File: src/rtl/parking_meter_param.sv
`default_nettype none
// ============================================================================
// Module   : parking_meter_param
// Purpose  : Coin-fed parking meter. Tracks remaining seconds (0..MAX_TIME),
//            counts down once per second, loads two presets, and drives a
//            multiplexed 4-digit active-low 7-segment display that blinks
//            when time is low or expired.
// Revision : 1.0 - initial release
// ============================================================================
module parking_meter_param #(
  parameter int                      CLK_PER_SEC = 100,
  parameter int                      SCAN_DIV    = 1,
  parameter int                      NUM_COINS   = 4,
  parameter logic [14*NUM_COINS-1:0] COIN_VAL    = {14'd300, 14'd180, 14'd120, 14'd60},
  parameter int                      MAX_TIME    = 9999,
  parameter int                      LOW_THRESH  = 180,
  parameter int                      PRESET1     = 15,
  parameter int                      PRESET2     = 150
) (
  input  logic                 clk,
  input  logic                 rst,
  input  logic [NUM_COINS-1:0] add,
  input  logic                 rst1,
  input  logic                 rst2,
  output logic                 a1,
  output logic                 a2,
  output logic                 a3,
  output logic                 a4,
  output logic [6:0]           led_seg,
  output logic [3:0]           val1,
  output logic [3:0]           val2,
  output logic [3:0]           val3,
  output logic [3:0]           val4,
  output logic                 expired
);

  // Widths: credit needs headroom for every coin firing at once.
  localparam int PW     = (CLK_PER_SEC > 1) ? $clog2(CLK_PER_SEC) : 1;
  localparam int SW     = (SCAN_DIV > 1) ? $clog2(SCAN_DIV) : 1;
  localparam int CRED_W = 15 + $clog2(NUM_COINS + 1);

  logic [13:0]          r_cnt;
  logic [PW-1:0]        r_pre;
  logic [SW-1:0]        r_sdiv;
  logic [1:0]           r_digit;
  logic [NUM_COINS-1:0] r_add_q;
  logic                 r_rst1_q;
  logic                 r_rst2_q;

  logic [NUM_COINS-1:0] w_add_edge;
  logic                 w_rst1_edge;
  logic                 w_rst2_edge;
  logic                 w_tick;
  logic                 w_dec;
  logic [CRED_W-1:0]    w_credit;
  logic [CRED_W-1:0]    w_sum;
  logic [15:0]          w_bcd;
  logic [3:0]           w_digit;
  logic [3:0]           w_anode;
  logic                 w_show;

  assign w_add_edge  = add & ~r_add_q;
  assign w_rst1_edge = rst1 & ~r_rst1_q;
  assign w_rst2_edge = rst2 & ~r_rst2_q;
  assign w_tick      = (r_pre == PW'(CLK_PER_SEC - 1));
  assign w_dec       = w_tick && (r_cnt != 14'd0);

  // Sum the value of every coin whose insert level rose this cycle.
  always_comb begin
    w_credit = '0;
    for (int i = 0; i < NUM_COINS; i++) begin
      if (w_add_edge[i]) begin
        w_credit = w_credit + CRED_W'(COIN_VAL[14*i +: 14]);
      end
    end
  end

  assign w_sum = CRED_W'(r_cnt) - CRED_W'(w_dec) + w_credit;

  // Input edge registers and the one-second prescaler (restarted by presets only).
  always_ff @(posedge clk) begin
    if (rst) begin
      r_add_q  <= '0;
      r_rst1_q <= 1'b0;
      r_rst2_q <= 1'b0;
      r_pre    <= '0;
    end else begin
      r_add_q  <= add;
      r_rst1_q <= rst1;
      r_rst2_q <= rst2;
      if (w_rst1_edge || w_rst2_edge || w_tick) begin
        r_pre <= '0;
      end else begin
        r_pre <= r_pre + PW'(1);
      end
    end
  end

  // Remaining-time register: reset, then presets, then countdown plus credit with saturation.
  always_ff @(posedge clk) begin
    if (rst) begin
      r_cnt <= 14'd0;
    end else if (w_rst1_edge) begin
      r_cnt <= 14'(PRESET1);
    end else if (w_rst2_edge) begin
      r_cnt <= 14'(PRESET2);
    end else if (w_sum > CRED_W'(MAX_TIME)) begin
      r_cnt <= 14'(MAX_TIME);
    end else begin
      r_cnt <= w_sum[13:0];
    end
  end

  // Digit scan: step to the next anode every SCAN_DIV cycles.
  always_ff @(posedge clk) begin
    if (rst) begin
      r_sdiv  <= '0;
      r_digit <= 2'd0;
    end else if (r_sdiv == SW'(SCAN_DIV - 1)) begin
      r_sdiv  <= '0;
      r_digit <= r_digit + 2'd1;
    end else begin
      r_sdiv  <= r_sdiv + SW'(1);
    end
  end

  // Binary to BCD by shift-and-add-3; cnt never exceeds four decimal digits.
  always_comb begin
    w_bcd = 16'd0;
    for (int i = 13; i >= 0; i--) begin
      for (int j = 0; j < 4; j++) begin
        if (w_bcd[4*j +: 4] >= 4'd5) begin
          w_bcd[4*j +: 4] = w_bcd[4*j +: 4] + 4'd3;
        end
      end
      w_bcd = {w_bcd[14:0], r_cnt[i]};
    end
  end

  // Pick the digit and anode for the current scan slot (a1 = thousands).
  always_comb begin
    w_digit = w_bcd[15:12];
    w_anode = 4'b0111;
    case (r_digit)
      2'd0: begin w_digit = w_bcd[15:12]; w_anode = 4'b0111; end
      2'd1: begin w_digit = w_bcd[11:8];  w_anode = 4'b1011; end
      2'd2: begin w_digit = w_bcd[7:4];   w_anode = 4'b1101; end
      default: begin w_digit = w_bcd[3:0]; w_anode = 4'b1110; end
    endcase
  end

  // Blink policy: steady when plenty of time, 2 s blink when low, 1 s blink when expired.
  always_comb begin
    if (r_cnt >= 14'(LOW_THRESH)) begin
      w_show = 1'b1;
    end else if (r_cnt != 14'd0) begin
      w_show = ~r_cnt[0];
    end else begin
      w_show = (r_pre < PW'(CLK_PER_SEC / 2));
    end
  end

  function automatic logic [6:0] f_seg(input logic [3:0] d);
    case (d)
      4'd0:    f_seg = 7'b1000000;
      4'd1:    f_seg = 7'b1111001;
      4'd2:    f_seg = 7'b0100100;
      4'd3:    f_seg = 7'b0110000;
      4'd4:    f_seg = 7'b0011001;
      4'd5:    f_seg = 7'b0010010;
      4'd6:    f_seg = 7'b0000010;
      4'd7:    f_seg = 7'b1111000;
      4'd8:    f_seg = 7'b0000000;
      4'd9:    f_seg = 7'b0010000;
      default: f_seg = 7'b1111111;
    endcase
  endfunction

  assign {a1, a2, a3, a4} = w_show ? w_anode : 4'b1111;
  assign led_seg          = w_show ? f_seg(w_digit) : 7'b1111111;
  assign val1             = w_bcd[15:12];
  assign val2             = w_bcd[11:8];
  assign val3             = w_bcd[7:4];
  assign val4             = w_bcd[3:0];
  assign expired          = (r_cnt == 14'd0);

endmodule
`default_nettype wire

File: config.mk
export PLATFORM = sky130hd
export DESIGN_NAME = parking_meter_param
export DESIGN_NICKNAME = d
export VERILOG_FILES = /design/src/rtl/parking_meter_param.sv
export SDC_FILE = /design/constraint.sdc
export NUM_CORES = 1
export LEC_CHECK = 0
export ABC_AREA = 1
export BUFFER_PORTS_ARGS = -buffer_cell sky130_fd_sc_hd__clkbuf_2
export CAP_MARGIN = 15
export CORE_MARGIN = 2
export CORE_UTILIZATION = 39
export CTS_CLUSTER_SIZE = 14
export DETAILED_ROUTE_END_ITERATION = 8
export GPL_TIMING_DRIVEN = 0
export PLACE_DENSITY = 0.57
export SYNTH_ARGS = -nofsm -noshare
export SYNTH_HDL_FRONTEND = slang
export SYNTH_SLANG_ARGS = --single-unit
File: constraint.sdc
create_clock -name clk -period 13.4 [get_ports clk]
set_clock_uncertainty 0.1 [all_clocks]
set_input_delay 0 -clock clk [delete_from_list [all_inputs] [get_ports clk]]
set_output_delay 0 -clock clk [all_outputs]
set_load 0.005 [all_outputs]
==> key figures <==
Global routing
  – Vias in the first global route: 4514
  – Largest net degree at the start of global routing: 11
  – Gr ovfl total: 0
  – Met1 usage: 20.2%
  – Met3 Resource Use GR: 1.21%
  – Antenna violations before repair: 0
  – First-pass GRT wire length: 18700 microns
  – M2 GR Usage: 26.4%
  – Total global-route track usage: 15.2%
  – Top Usage Layer GRT: met2

Floorplanning
  – Die width: 118 microns
  – Core Rows: 41
  – Placeable Area: 12700 sq um
  – Die footprint: 14000 sq um
  – Die height: 118 microns
  – Starting Density: 40.2%
  – Top Ports: 36

STA
  – Min Tclk post-route: 8840 ps
  – Rel. slew slack: 32.7%
  – FMAX: 113 MHz
  – Max Slew Vio Count: 0
  – RSZ-0062 raised after global routing: false
  – Setup_tns: 0 ps
  – Slew @ Worst Pin: 1000 ps
  – Final setup viols: 0
  – Fin. Hold Viols: 0
  – Tcrit/Tclk final: 66.0%

Layout
  – Fin area: 5720 sq um
  – Fill cell count: 1424
  – Final Net Count: 948
  – Layout area overhead: 12.4%
  – Post-route insts no fill: 1062
  – Share of layout cells above drive strength 1: 18.3%
  – Ant diodes: 0
  – Post-layout util: 45.1%

Setup path
  – CP Data Arrival Time: 8740 ps
  – Type of origin of the critical path: flip-flop
  – Critical path class: reg2out
  – Largest fanout on the critical path: 6
  – Critical path capture point type: output pin
  – Slowest-stage cell, CP: dfxtp_1
  – Top cell by count, worst path: nand2_1
  – FF-to-FF Start: r_cnt[6]
  – Worst EP required: 13300 ps
  – Setup crit start: r_cnt[12]
  – Reg2reg setup slack: 8260 ps
  – Crit path to: led_seg[3]
  – Worst flop-to-flop path endpoint: r_cnt[3]
  – Max stage delay on crit path: 390 ps
  – Worst r2r path cells: 27

Clock network
  – Post-CTS resize count: 0
  – Clock Latency Late Sink: 270 ps
  – Clock-pin transition on the worst setup and hold timing paths: 50 ps
  – Cts bufs inserted: 5
  – CTS Buffer Depth: 2
  – Num Clock Sinks: 30
  – H-tree depth: 2
  – CTS tree: yes
  – Clock root buffer: clkbuf_16

Route
  – ANT nets after route: 0
  – Avg WL per Cell: 9.87 microns
  – Vias: 5015
  – Final WL: 10500 microns
  – Drc violations: 0
  – Initial DRT Pass Iterations: 4
  – Initial DRC count: 194
  – Via-to-Cell Ratio: 4.72

Yosys
  – Seq/Total Area, Yosys: 11.8%
  – Synth cell count leaders: 225 x nand2_1, 130 x inv_1, 84 x nand3_1, 54 x nand2_2, 51 x nor2_1
  – Top-area cell type share of the netlist area: 16.6%
  – Biggest area consumer among synthesized cells: nand2_1
  – Largest cells by area after synthesis: nand2_1 17%, ha_1 12%, dfxtp_1 12%, inv_1 9.6%, nand3_1 8.3%
  – Synth Net Count: 899
  – Count leader, synth: nand2_1
  – Ys flop type: dfxtp_1
  – Seq cells post-synth: 30
  – Synthesized area per cell: 6.05 sq um
  – Warnings from Yosys: 0
  – Asr flop ratio synth: 0%
  – EDFF count, synth: 0
  – Mapped Area: 5090 sq um
  – Post-synthesis cell type count: 45
  – Gate Count Post-Synth: 841

Placement
  – RePlAce Congestion: 0.863
  – Placed cells: 1048
  – DP Area: 5480 sq um
  – Port bufs: 35
  – Post-DP HPWL: 8970 microns

Run status
  – Status: finished, final reports clean

Power
  – PD cells: 152 nW/um^2
  – Peak VDD IR: 70.4 uV
  – Switching Fraction: 50.8%
  – Leak Pwr: 3.44 nW
  – Tot Pwr: 870 uW
  – Combinational power share: 73.5%
  – Cell-internal power: 428 uW
  – Clock Power Share: 14.8%
  – Net Switching: 442 uW
  – Flop pwr share: 11.7%

Min path
  – Worst hold path type: reg2reg

Run
  – Max Cap Viol: 0
==> worst max-delay path: cells and delay by family, from the launching register on <==
kind / cells / cell delay [ps]
AO/OA/AOI/OAI: 5 / 750
XOR/XNOR: 1 / 260
adder cells (fa/ha/maj): 9 / 2000
buffers and inverters: 9 / 640
flip-flops: 1 / 390
AND/OR/NAND/NOR: 41 / 4420
==> logic make-up (layout without fill, tap and decap cells) <==
group	Yosys count	count (layout)	synth area share, %
and+or+nand+nor	503	503	49.9
buffers and inverters	149	198	11.1
AOI/OAI and AO/OA	76	76	9.07
adders and majority gates	50	50	12.4
xor gates and xnor gates	31	31	5.48
DFF	30	30	11.8
other	1	1	0.0737
muxes	1	1	0.197
==> power groups by stage <==
stage / Combinational (mW) / Clock [mW] / Sequential [mW]
after floorplan: 0.481 / 0 / 0.102
after global placement: 0.644 / 0 / 0.104
after detailed placement: 0.641 / 0 / 0.104
after CTS: 0.645 / 0.132 / 0.102
after global routing: 0.734 / 0.136 / 0.103
final: 0.639 / 0.129 / 0.102
==> final cells by class <==
cell class	instances	area [sq um]	share of cell area, %
clock buffers	6	139	2.43
repair buffers	42	245	4.29
multi-input cells	662	3930	68.7
plain buffers	2	11.3	0.197
flip-flops and latches	30	601	10.5
inverters	147	552	9.65
clock inverters	1	30.0	0.525
well taps	172	215	3.76
==> metrics by stage <==
| stage | hold WS [ps] | setup slack (ps) |
|---|---|---|
| floorplan | 24.9 | 5790 |
| global placement | 116 | 4890 |
| detailed placement | 120 | 4840 |
| CTS | 364 | 4530 |
| global route | 389 | 3580 |
| finish | 358 | 4560 |
==> flip-flops by register name (all words and copies together) (netlist names) <==
register,count
r_cnt,14
r_pre,7
r_add_q,4
r_digit,2
r_rst1_q,1
r_rst2_q,1
r_sdiv,1
==> routing by layer <==
metal	up-vias	share of wire [%]
met3	12	2.3
met1	2162	50
met4	0	1.5
li1	2797	-
met5	-	0
met2	44	46
==> cells in the final DEF (no fill, tap or decap), types with 2 or more instances in the layout <==
| master | Yosys | final |
|---|---|---|
| or2_2 | 2 | 2 |
| xnor2_1 | 8 | 8 |
| a21oi_2 | 2 | 2 |
| dfxtp_1 | 30 | 30 |
| nor4_1 | 2 | 2 |
| nand2_4 | 11 | 11 |
| clkbuf_16 | 0 | 5 |
| ha_1 | 49 | 49 |
| nor2_2 | 2 | 2 |
| nand3_2 | 22 | 22 |
| o21ai_2 | 4 | 4 |
| o21bai_1 | 4 | 4 |
| nand2_1 | 225 | 225 |
| xor2_1 | 22 | 22 |
| inv_1 | 130 | 130 |
| nor2_1 | 51 | 51 |
| nand3b_1 | 7 | 7 |
| nand3_4 | 3 | 3 |
| clkbuf_2 | 0 | 35 |
| and2_1 | 5 | 5 |
| dlygate4sd3_1 | 0 | 7 |
| inv_2 | 16 | 16 |
| a21o_1 | 5 | 5 |
| a21oi_1 | 30 | 30 |
| nand2_2 | 54 | 54 |
| o21ai_1 | 4 | 4 |
| o21ai_0 | 17 | 17 |
| nand3_1 | 84 | 84 |
| nor3_1 | 7 | 7 |
| o21a_1 | 2 | 2 |
| nand4_1 | 24 | 24 |
| o31ai_1 | 3 | 3 |
==> worst min-delay path by stage <==
stage,slack (ps),from,to,depth (start not counted)
global route,390,r_pre[0],r_pre[0],1
CTS,360,r_pre[0],r_pre[0],1
detailed placement,120,add[0],r_add_q[0],3
floorplan,20,add[0],r_add_q[0],2
global placement,120,add[3],r_add_q[3],3
finish,360,r_pre[0],r_pre[0],1
==> what timing repair did <==
item,CTS,global route
hold buffers,7,0
setup endpoints to repair,0,0
endpoints found under the hold margin,8,0
setup buffers,0,0
(Power assumes the default switching activity.)
